==> src/rtl/stat_poller.sv <==
// Read-side sweeper for the per-flow statistics accumulator: read-and-clears each flow in turn
// and streams one record per flow, keeping a saturating sweep total and a sticky timeout flag.
module stat_poller #(
  parameter int unsigned A_WIDTH   = 10,
  parameter int unsigned D_WIDTH   = 32,
  parameter int unsigned FLOW_CNT  = 2**A_WIDTH,
  parameter int unsigned TIMEOUT   = 15,
  parameter int unsigned TOT_WIDTH = 48
) (
  input  logic                 clk_i,
  input  logic                 rst_i,
  input  logic                 start_i,
  input  logic                 skip_zero_i,
  output logic                 busy_o,
  output logic                 done_o,
  output logic [TOT_WIDTH-1:0] tot_bytes_o,
  output logic                 timeout_o,
  output logic                 rd_stb_o,
  output logic [A_WIDTH-1:0]   rd_flow_num_o,
  input  logic [D_WIDTH-1:0]   rd_data_i,
  input  logic                 rd_data_val_i,
  output logic                 rec_valid_o,
  input  logic                 rec_ready_i,
  output logic [A_WIDTH-1:0]   rec_flow_o,
  output logic [D_WIDTH-1:0]   rec_bytes_o,
  output logic                 rec_err_o,
  output logic                 rec_last_o
);

  localparam int unsigned        TmrWidth = $clog2(TIMEOUT);
  localparam int unsigned        SumWidth = TOT_WIDTH + 1;
  localparam logic [A_WIDTH-1:0] LastFlow = A_WIDTH'(FLOW_CNT - 1);
  localparam logic [TmrWidth-1:0] TmrMax  = TmrWidth'(TIMEOUT - 1);

  typedef enum logic [2:0] {StIdle, StReq, StWait, StOut, StDone} state_e;

  state_e                state_q, state_d;
  logic [A_WIDTH-1:0]    flow_q, flow_d;
  logic [TmrWidth-1:0]   timer_q, timer_d;
  logic                  skip_q, skip_d;
  logic                  busy_q, busy_d;
  logic                  done_q, done_d;
  logic [TOT_WIDTH-1:0]  tot_q, tot_d;
  logic                  timeout_q, timeout_d;
  logic                  rd_stb_q, rd_stb_d;
  logic [A_WIDTH-1:0]    rd_flow_q, rd_flow_d;
  logic                  rec_valid_q, rec_valid_d;
  logic [A_WIDTH-1:0]    rec_flow_q, rec_flow_d;
  logic [D_WIDTH-1:0]    rec_bytes_q, rec_bytes_d;
  logic                  rec_err_q, rec_err_d;
  logic                  rec_last_q, rec_last_d;

  logic                  cap_now;
  logic                  cap_err;
  logic [D_WIDTH-1:0]    cap;
  logic [SumWidth-1:0]   sum;

  always_comb begin
    state_d     = state_q;
    flow_d      = flow_q;
    timer_d     = timer_q;
    skip_d      = skip_q;
    busy_d      = busy_q;
    done_d      = 1'b0;
    tot_d       = tot_q;
    timeout_d   = timeout_q;
    rd_stb_d    = 1'b0;
    rd_flow_d   = rd_flow_q;
    rec_valid_d = rec_valid_q;
    rec_flow_d  = rec_flow_q;
    rec_bytes_d = rec_bytes_q;
    rec_err_d   = rec_err_q;
    rec_last_d  = rec_last_q;
    cap_now     = 1'b0;
    cap_err     = 1'b0;
    cap         = rd_data_i;
    sum         = '0;

    unique case (state_q)
      StIdle: begin
        if (start_i) begin
          tot_d     = '0;
          timeout_d = 1'b0;
          skip_d    = skip_zero_i;
          flow_d    = '0;
          busy_d    = 1'b1;
          rd_stb_d  = 1'b1;
          rd_flow_d = '0;
          state_d   = StReq;
        end
      end
      StReq: begin
        timer_d = '0;
        state_d = StWait;
      end
      StWait: begin
        if (rd_data_val_i) begin
          cap_now = 1'b1;
        end else if (timer_q == TmrMax) begin
          cap_now   = 1'b1;
          cap       = '0;
          cap_err   = 1'b1;
          timeout_d = 1'b1;
        end else begin
          timer_d = timer_q + TmrWidth'(1);
        end
      end
      StOut: begin
        // A skipped flow sits here one cycle with valid low; otherwise wait for the handshake.
        if (!rec_valid_q || rec_ready_i) begin
          rec_valid_d = 1'b0;
          if (flow_q == LastFlow) begin
            busy_d  = 1'b0;
            done_d  = 1'b1;
            state_d = StDone;
          end else begin
            flow_d    = flow_q + A_WIDTH'(1);
            rd_stb_d  = 1'b1;
            rd_flow_d = flow_q + A_WIDTH'(1);
            state_d   = StReq;
          end
        end
      end
      StDone: begin
        state_d = StIdle;
      end
      default: begin
        state_d = StIdle;
      end
    endcase

    if (cap_now) begin
      sum         = {1'b0, tot_q} + SumWidth'(cap);
      tot_d       = sum[TOT_WIDTH] ? '1 : sum[TOT_WIDTH-1:0];
      rec_flow_d  = flow_q;
      rec_bytes_d = cap;
      rec_err_d   = cap_err;
      rec_last_d  = (flow_q == LastFlow);
      rec_valid_d = !(skip_q && (cap == '0) && !cap_err && (flow_q != LastFlow));
      state_d     = StOut;
    end
  end

  always_ff @(posedge clk_i or negedge rst_i) begin
    if (!rst_i) begin
      state_q     <= StIdle;
      flow_q      <= '0;
      timer_q     <= '0;
      skip_q      <= 1'b0;
      busy_q      <= 1'b0;
      done_q      <= 1'b0;
      tot_q       <= '0;
      timeout_q   <= 1'b0;
      rd_stb_q    <= 1'b0;
      rd_flow_q   <= '0;
      rec_valid_q <= 1'b0;
      rec_flow_q  <= '0;
      rec_bytes_q <= '0;
      rec_err_q   <= 1'b0;
      rec_last_q  <= 1'b0;
    end else begin
      state_q     <= state_d;
      flow_q      <= flow_d;
      timer_q     <= timer_d;
      skip_q      <= skip_d;
      busy_q      <= busy_d;
      done_q      <= done_d;
      tot_q       <= tot_d;
      timeout_q   <= timeout_d;
      rd_stb_q    <= rd_stb_d;
      rd_flow_q   <= rd_flow_d;
      rec_valid_q <= rec_valid_d;
      rec_flow_q  <= rec_flow_d;
      rec_bytes_q <= rec_bytes_d;
      rec_err_q   <= rec_err_d;
      rec_last_q  <= rec_last_d;
    end
  end

  assign busy_o        = busy_q;
  assign done_o        = done_q;
  assign tot_bytes_o   = tot_q;
  assign timeout_o     = timeout_q;
  assign rd_stb_o      = rd_stb_q;
  assign rd_flow_num_o = rd_flow_q;
  assign rec_valid_o   = rec_valid_q;
  assign rec_flow_o    = rec_flow_q;
  assign rec_bytes_o   = rec_bytes_q;
  assign rec_err_o     = rec_err_q;
  assign rec_last_o    = rec_last_q;

endmodule

==> config.mk <==
export PLATFORM = sky130hd
export DESIGN_NAME = stat_poller
export DESIGN_NICKNAME = d
export VERILOG_FILES = /design/src/rtl/stat_poller.sv
export SDC_FILE = /design/constraint.sdc
export NUM_CORES = 1
export LEC_CHECK = 0
export ABC_AREA = 1
export CAP_MARGIN = 20
export CORE_ASPECT_RATIO = 0.7
export CORE_UTILIZATION = 35
export CTS_CLUSTER_DIAMETER = 120
export CTS_CLUSTER_SIZE = 30
export DETAILED_ROUTE_END_ITERATION = 8
export DONT_BUFFER_PORTS = 1
export GPL_ROUTABILITY_DRIVEN = 0
export PLACE_DENSITY = 0.47
export SYNTH_ARGS = -nofsm -noshare
export SYNTH_HDL_FRONTEND = slang
export SYNTH_SLANG_ARGS = --single-unit
==> constraint.sdc <==
create_clock -name clk_i -period 3.27 [get_ports clk_i]
set_input_delay 0.327 -clock clk_i [delete_from_list [all_inputs] [get_ports clk_i]]
set_output_delay 0.327 -clock clk_i [all_outputs]
set_load 0.1 [all_outputs]
# Word level (Yosys, flattened, before mapping)
# Cells that the tools add are included.
# Widths: inputs -> output; s select.
[totals] mem_count=0 wordCells=99 register_bits=115 rom_bits=0 output_inout_bits=107 latch_bits=0 ram_bits=0
[op_classes] n_eq_ne=16 mux=42 order_cmp=0 n_reduce_logical=24 n_shift=0 div_mod_pow=0 bitwise=0 n_mul=0 add_sub_neg=3
[op_table] operator="$mux 48" count=4
[op_table] operator="$mux 32" count=3
[op_table] operator="$add 48x32->49" count=1
[op_table] operator="$logic_not 32->1" count=1
[op_table] operator="$mux 10" count=3
[op_table] operator="$mux 1" count=20
[op_table] operator="$pmux 10 s2" count=1
[op_table] operator="$ne 2x2->1 const B" count=8
[op_table] operator="$reduce_bool 2->1" count=7
[op_table] operator="$mux 3" count=4
[op_table] operator="$pmux 3 s4" count=1
[op_table] operator="$reduce_and 4->1" count=3
[op_table] operator="$add 10x1->10 const B" count=1
[op_table] operator="$eq 10x10->1 const B" count=1
[op_table] operator="$ne 10x10->1 const B" count=1
[op_table] operator="$mux 4" count=2
[op_table] operator="$pmux 4 s2" count=1
[op_table] operator="$eq 3x2->1 const B" count=2
[op_table] operator="$ne 3x3->1 const B" count=2
[op_table] operator="$pmux 1 s2" count=3
[op_table] operator="$reduce_and 2->1" count=3
[op_table] operator="$reduce_and 3->1" count=2
[op_table] operator="$add 4x1->4 const B" count=1
[op_table] operator="$eq 4x4->1 const B" count=1
[op_table] operator="other kinds (5)" count=9

# Longest topological paths before layout
# Gate-level depths: netlist (run 1).
[logic_depth] word_depth=10 ltp_mapped=24 ltp_nobuf=22

# Worst setup path after synthesis (run 1)
# No wires, ideal clock.
[synth_path] path_kind="flip-flop to flip-flop" startpoint="register timer_q[0]" endpoint="register tot_q[43] (netlist: tot_bytes_o[43])" path_stages_with_launch=25 setup_time_ps=68 period_less_slack_ps=2913 required_time_ps=3202 t_arrival_ps=2846 path_buffers=3 setup_slack_ps=357 cell_sequence="dfrtp_1 -> inv_1 -> ha_1 -> nand3_1 -> nor3_2 -> buf_2 -> buf_2 -> nor2_1 -> ha_1 -> inv_1 -> fa_1 -> inv_1 -> nand2_1 -> nand2_1 -> nand3_1 -> nand2_1 -> nand2_1 -> nand2_2 -> nand2_2 -> nand2_4 -> nand2_4 -> buf_12 -> nand3_2 -> nand2_1 -> nand2_1"
[synth_between] elab_chain_len=7 elab_cells_between_ends=13
[synth_rtl] item="from (decl)" line="39" rtl="logic [TmrWidth-1:0] timer_q, timer_d;"
[synth_rtl] item="from (signal assigned)" line="164" rtl="timer_q <= timer_d;"
[synth_rtl] item="$eq 4x4->1" line="99" rtl="end else if (timer_q == TmrMax) begin"
[synth_rtl] item="$mux 32" line="99"
[synth_rtl] item="$mux 32" line="97" rtl="if (rd_data_val_i) begin"
[synth_rtl] item="$mux 32" line="79" rtl="unique case (state_q)"
[synth_rtl] item="via cap[0]" line="55" rtl="logic [D_WIDTH-1:0] cap;"
[synth_rtl] item="$add 48x32->49" line="133" rtl="sum = {1'b0, tot_q} + SumWidth'(cap);"
[synth_rtl] item="$mux 48" line="134" rtl="tot_d = sum[TOT_WIDTH] ? '1 : sum[TOT_WIDTH-1:0];"
[synth_rtl] item="$mux 48" line="132" rtl="if (cap_now) begin"
[synth_rtl] item="to (signal assigned)" line="168" rtl="tot_q <= tot_d;"
[synth_rtl] item="to (decl)" line="43" rtl="logic [TOT_WIDTH-1:0] tot_q, tot_d;"
# The timed path passes the listed nets, and every way through them passes these cells.
# A chain may end at the register's enable or synchronous reset.

# Final worst setup path (run 1)
[layout_path] startpoint="register timer_q[0]" endpoint="register tot_q[21] (netlist: tot_bytes_o[21])"
# The elaborated chain is that of the path after synthesis.

==> results of run 1 <==
power by group through the flow:
stage          Clock [µW]  Sequential, µW  Combinational [µW]
2_1_floorplan           0            5180                2300
3_3_place_gp            0            3950                5180
6_report             1970            3930                5580
4_1_cts              2020            3930                5290
3_5_place_dp            0            3960                5190
5_1_grt              2070            4000                6060
logic make-up after synthesis:
family	synth area share, %
fa+ha+maj	5.57
buf+inv	12.9
flops	32.4
simple gates	40.4
xor+xnor	2.46
compound gates	6.32
worst max-delay path, cell delays in order, from the launching register on:
cell	delay [ns]
dfrtp_1	0.38
inv_1	0.07
ha_2	0.19
nand3_4	0.08
nor3_4	0.31
buf_12	0.19
buf_12	0.13
nor2_1	0.07
ha_1	0.32
buf_4	0.16
nand2_2	0.14
inv_1	0.06
nand2_1	0.06
nand2_1	0.08
inv_1	0.07
nand2_1	0.07
inv_1	0.07
nand3_2	0.14
buf_4	0.17
xor2_1	0.13
o21ai_1	0.12
nand2_1	0.06
state kept, by name, indices dropped and copies added (netlist names), 3 cells and up:
register / cells
tot_bytes_o: 48
state_q: 3
rec_bytes_o: 32
rd_flow_num_o: 10
rec_flow_o: 10
timer_q: 4
through the flow:
stage / setup WS, ns / area [µm²]
floorplan: 0.357 / 8890
global placement: -0.0888 / 10300
detailed placement: -0.170 / 10300
CTS: -0.000552 / 11000
global route: -0.0755 / 11500
finish: 0.0679 / 11500
placed cells by master (no fill, tap or decap), types with 3 or more instances in the layout:
cell type   instances
nand3_4             3
inv_6               4
nor3_1             12
inv_2              15
buf_12              5
bufinv_16           3
o21bai_1            4
o21ai_4             3
o21ai_1            20
nor2_2             18
o31ai_1             4
nand3_1            56
nand3_2            22
clkbuf_16          19
o21ai_0            24
a21oi_2             6
ha_1               32
nor2_1            112
nor2_4             12
inv_1             236
a21oi_1            24
buf_6               4
a41oi_1             3
xor2_1             24
nand2_1           548
clkinvlp_4          5
dfrtp_1           115
nand2_4             5
ha_2                4
buf_4             160
nand4_1            16
nand2_2            34
worst paths after layout:
path / from / slack [ns] / to / cells after the start
worst max-delay path: timer_q[0] / 0.07 / tot_bytes_o[21] / 21
worst min-delay path: skip_zero_i / 0.02 / skip_q / 2
worst max register to register: timer_q[0] / 0.07 / tot_bytes_o[21] / 21
worst min register to register: skip_q / 0.48 / skip_q / 2
max in group asynchronous: rst_i / 2.23 / tot_bytes_o[47] / 2
min in group asynchronous: rst_i / 0.57 / rec_bytes_o[20] / 2
metal layers:
layer	wire length [µm]	track usage, %
met5	0	0
met4	254	5.03
met3	2150	4.97
met2	12300	33.4
met1	17200	39.3
what timing repair did:
action	CTS	global route
endpoints found under the setup margin	48	48
buffers inserted	2	15
hold buffers	2	0
hold endpoints to repair	115	0
pin swaps	0	22
gates cloned	3	2
resized for setup	7	82
final cells by class:
type | count | area [µm²] | area share, %
clock buffers | 18 | 429 | 3.74
multi-input cells | 1013 | 5210 | 45.4
clock inverters | 14 | 176 | 1.54
flip-flops and latches | 115 | 2880 | 25.1
repair buffers | 173 | 1430 | 12.5
inverters | 251 | 942 | 8.21
well taps | 325 | 407 | 3.54
==> flow_metrics.py, run 1 <==
metrics = {
    "sta": {
        "timing.final.hold_violations": 0,
        "rsz0062_at_grt": "true",
        "whs_ns": 0.0182,
        "setup_viol": 0,
        "fin_crit_sh_pct": 97.9,
        "drv_slew": 0,
        "setup_tns_ns": 0,
        "slew_headroom_pct": 37.8,
        "finalCriticalPeriod_ns": 3.20,
        "worst_pin_slew_ns": 0.934,
        "fmax_mhz": 312,
        "clock_skew_ns": 0.0154,
    },
    "detailed_routing": {
        "dr.pass1.iters": 7,
        "wl_um": 31900,
        "drtAntennaViolNets": 0,
        "vias": 8999,
        "drc": 32,
        "drt_iter0_drc": 676,
        "avgRoutedWirePerCell_um": 16.7,
        "vias_per_cell": 4.71,
    },
    "clock_tree": {
        "clk_pin_slew_worst_paths_ns": 0.06,
        "cts_sinks": 115,
        "numCtsBuffers": 17,
        "cts_tree": "built",
        "clockRootBuffer": "clkbuf_16",
        "clk_latency_ns": 0.44,
        "clockBufferDepth": 2,
        "htree_levels": 4,
    },
    "pwr": {
        "p_sw_uw": 6710,
        "p_sw_share_pct": 58.5,
        "seqPwrFrac_pct": 34.2,
        "power_uw": 11500,
        "p_clk_share_pct": 17.2,
        "p_comb_share_pct": 48.6,
        "pwr_density_cell_mw_per_mm2": 1000,
        "internal-power_uw": 4770,
        "ir_worst_vdd_uv": 507,
        "p_leak_uw": 0.00653,
    },
    "yosys": {
        "synthesis.area_mm2": 0.00889,
        "synth_top_area_share_pct": 32.4,
        "netlist_instances": 1403,
        "synth_edf_count": 0,
        "yosysMostFrequentCell": "nand2_1",
        "synthTopCellsByArea": "dfrtp_1 (32%), nand2_1 (24%), inv_1 (10%)",
        "synth.distinct_cells": 46,
        "avgSynthCellArea_um2": 6.34,
        "synth_common_cells": "nand2_1 (573), inv_1 (238), nor2_1 (132)",
        "ys_seq_area_share_pct": 32.4,
        "postSynth.asyncResetShare_pct": 100,
        "synth.largest_area_cell": "dfrtp_1",
        "synth_flop_cell": "dfrtp_1",
        "synth_warnings": 0,
        "ys_seq_elements": 115,
        "syn_nets": 1480,
    },
    "outcome": {
        "violations": "design-rule violations",
        "outcome": "complete, but fails checks",
    },
    "cells_and_area": {
        "nets": 1648,
        "area_delta_synth_final_pct": 29.0,
        "final_layout_size_suffix_gt1_share_pct": 21.3,
        "postLayoutCoreUtil_pct": 46.3,
        "num_antenna_cells": 0,
        "fin_cells": 1909,
        "n_fill_cell": 2625,
    },
    "critical_path": {
        "critPathMaxFanout": 10,
        "worstPathRequired_ns": 3.58,
        "worst-endpoint-arrival_ns": 3.52,
        "worstSetupPathType": "reg -> reg",
        "startpoint_type": "flop",
        "critPathCaptureType": "flop",
    },
    "die": {
        "coreArea_mm2": 0.0248,
        "die_w_um": 193,
        "die_h_um": 135,
        "fp.dieArea_mm2": 0.0261,
        "initial_core_util_pct": 35.9,
        "ioPinCount": 145,
        "row_count": 48,
    },
    "global_route": {
        "overflow": 0,
        "grt_pass1_wl_um": 48200,
        "grt_usage_pct": 24.7,
        "grt_max_degree": 116,
        "antenna_found_initial": 0,
        "grt_pass1_vias": 8385,
    },
    "place": {
        "port_buffers": 0,
        "dp_cells": 1853,
        "dp_hpwl_um": 24200,
    },
    "hold_path": {
        "hp-class": "in -> reg",
    },
    "run": {
        "cap_violations": 0,
    },
}
No activity file was read; power rests on OpenSTA's default activity.
==> run 2, diff against run 1 <==
CORE_MARGIN = 8   (was not set)
==> run 2 against run 1 <==
  * The flow now finishes without violations
  * Register-to-register slack better by 0.04 ns
  * Total power hardly changed
  * Count of clock-buffer cells in the layout stayed put
  * Via count is 2.2% higher
  * Sequential cell count stayed put
  * Critical endpoint is now tot_bytes_o[29]
==> flow_metrics.py, run 2 (same netlist as run 1, synthesis figures left out) <==
metrics = {
    "place": {
        "placed_area_mm2": 0.0105,
        "port_buffers": 0,
        "dp_hpwl_um": 25800,
        "pre_cts_ws_ns": -0.246,
    },
    "pwr": {
        "power_uw": 11500,
        "seqPwrFrac_pct": 34.4,
        "p_sw_uw": 6830,
        "p_comb_share_pct": 50.3,
        "p_clk_share_pct": 15.3,
        "pwr_density_cell_mw_per_mm2": 976,
        "p_leak_uw": 0.00665,
        "internal-power_uw": 4660,
        "ir_worst_vdd_uv": 762,
        "p_sw_share_pct": 59.5,
    },
    "detailed_routing": {
        "avgRoutedWirePerCell_um": 17.4,
        "vias": 9193,
        "wl_um": 33500,
        "vias_per_cell": 4.76,
        "dr.pass1.iters": 6,
        "drt_iter0_drc": 778,
        "drc": 0,
        "drtAntennaViolNets": 0,
    },
    "clock_tree": {
        "numCtsBuffers": 17,
        "clk_pin_slew_worst_paths_ns": 0.06,
        "cts_sinks": 115,
        "clockRootBuffer": "clkbuf_16",
        "clk_latency_ns": 0.43,
        "clockBufferDepth": 2,
        "htree_levels": 4,
        "cts_tree": "built",
    },
    "critical_path": {
        "max_stage_delay_ns": 0.38,
        "startpoint_type": "flop",
        "crit_chain": "inv_1 -> ha_2 -> nand3_2 -> nor3_4 -> buf_12 -> buf_12 -> clkbuf_16 -> nor2_1 -> ha_1 -> nand2_2 -> inv_1 -> nand2_1 -> nand2_1 -> nand2_1 -> nand2_2 -> a21oi_4 -> nand2_4 -> nand2_8 -> buf_12 -> nand3_2 -> nand2_2 -> nand2_1",
        "worst-endpoint-arrival_ns": 3.48,
        "worstSetupPathType": "reg -> reg",
        "worstPathRequired_ns": 3.58,
        "slowest_stage": "dfrtp_1",
        "path_buf_inv": 6,
        "cp_top_family": "simple AND/OR/NAND/NOR gates",
        "critPathMaxFanout": 8,
        "crit_top_cell": "nand2_1",
        "critPathCaptureType": "flop",
    },
    "die": {
        "coreArea_mm2": 0.0248,
        "die_h_um": 149,
        "die_w_um": 207,
        "ioPinCount": 145,
        "initial_core_util_pct": 35.9,
        "fp.dieArea_mm2": 0.0309,
        "row_count": 48,
    },
    "cells_and_area": {
        "postLayoutCoreUtil_pct": 47.5,
        "final_area_mm2": 0.0118,
        "mostFrequentLayoutCells": "nand2_1 (538), inv_1 (235), buf_4 (178)",
        "final_layout_size_suffix_gt1_share_pct": 24.4,
        "n_fill_cell": 2564,
        "nets": 1669,
        "register_area_mm2": 0.00288,
        "largest_reg_flops": 48,
        "num_antenna_cells": 0,
        "multiInputGateArea_mm2": 0.00537,
        "area_delta_synth_final_pct": 32.3,
        "mostFrequentLayoutCell": "nand2_1",
    },
    "sta": {
        "setup_slack_ns": 0.104,
        "setup_tns_ns": 0,
        "rsz0062_at_grt": "true",
        "worst_pin_slew_ns": 0.970,
        "slew_headroom_pct": 35.3,
        "drv_slew": 0,
        "clock_skew_ns": 0.00969,
        "finalCriticalPeriod_ns": 3.17,
        "fin_crit_sh_pct": 96.8,
        "fmax_mhz": 316,
        "setup_viol": 0,
        "timing.final.hold_violations": 0,
    },
    "global_route": {
        "grt_pass1_vias": 8540,
        "grt_usage_pct": 21.3,
        "grt_pass1_wl_um": 49800,
        "grt_max_degree": 116,
        "overflow": 0,
        "antenna_found_initial": 0,
    },
    "hold_path": {
        "hp-class": "in -> reg",
    },
    "run": {
        "cap_violations": 0,
    },
    "outcome": {
        "outcome": "finished, final reports clean",
    },
}
run 2: final timing paths:
check | startpoint | to | slack, ns | cells past startpoint
max | timer_q[0] | tot_bytes_o[29] | 0.10 | 22
min | skip_zero_i | skip_q | 0.02 | 2
max reg2reg | timer_q[0] | tot_bytes_o[29] | 0.10 | 22
min reg2reg | skip_q | skip_q | 0.50 | 2
max in group asynchronous | rst_i | tot_bytes_o[39] | 2.22 | 2
min in group asynchronous | rst_i | tot_bytes_o[6] | 0.47 | 2
run 2: power by group through the flow:
stage	combinational, µW	sequential, µW	clock [µW]
after detailed placement	5290	3980	0
after global routing	6280	4010	1870
after CTS	5390	3950	1810
final	5780	3950	1760
after floorplan	2300	5180	0
after global placement	5290	3970	0
run 2: cell type report:
| type | instances | share of cell area (%) |
|---|---|---|
| well taps | 325 | 3.45 |
| inverters | 251 | 8.00 |
| clock buffers | 18 | 3.73 |
| multi-input cells | 1012 | 45.6 |
| repair buffers | 195 | 13.8 |
| clock inverters | 14 | 0.893 |
| flip-flops and latches | 115 | 24.4 |
run 2: per-layer routing:
layer / up-vias / global-route usage (%) / share of wire [%]
met2: 303 / 29.3 / 39
li1: 4662 / - / -
met1: 4208 / 32.5 / 50
met5: - / 0 / 0
met3: 20 / 5.45 / 9.3
met4: 0 / 4.20 / 0.95
run 2: repair_timing:
item / 4_1_cts / 5_1_grt
resized for setup: 5 / 131
endpoints found under the hold margin: 115 / 0
pin swaps: 0 / 38
buffers inserted: 2 / 16
endpoints found under the setup margin: 48 / 48
gates cloned: 2 / 3
hold buffers: 2 / 0
run 2: through the flow:
stage	std cells	hold slack, ns
floorplan	1403	0.0314
global placement	1873	0.0383
detailed placement	1873	0.0379
CTS	1911	0.000960
global route	1930	0.0132
finish	1930	0.0217
==> run 3, diff against run 2 <==
SLEW_MARGIN = 30   (was not set)
==> results of run 3 <==
No change in the layout: final DEF, timing and power equal those of run 2.
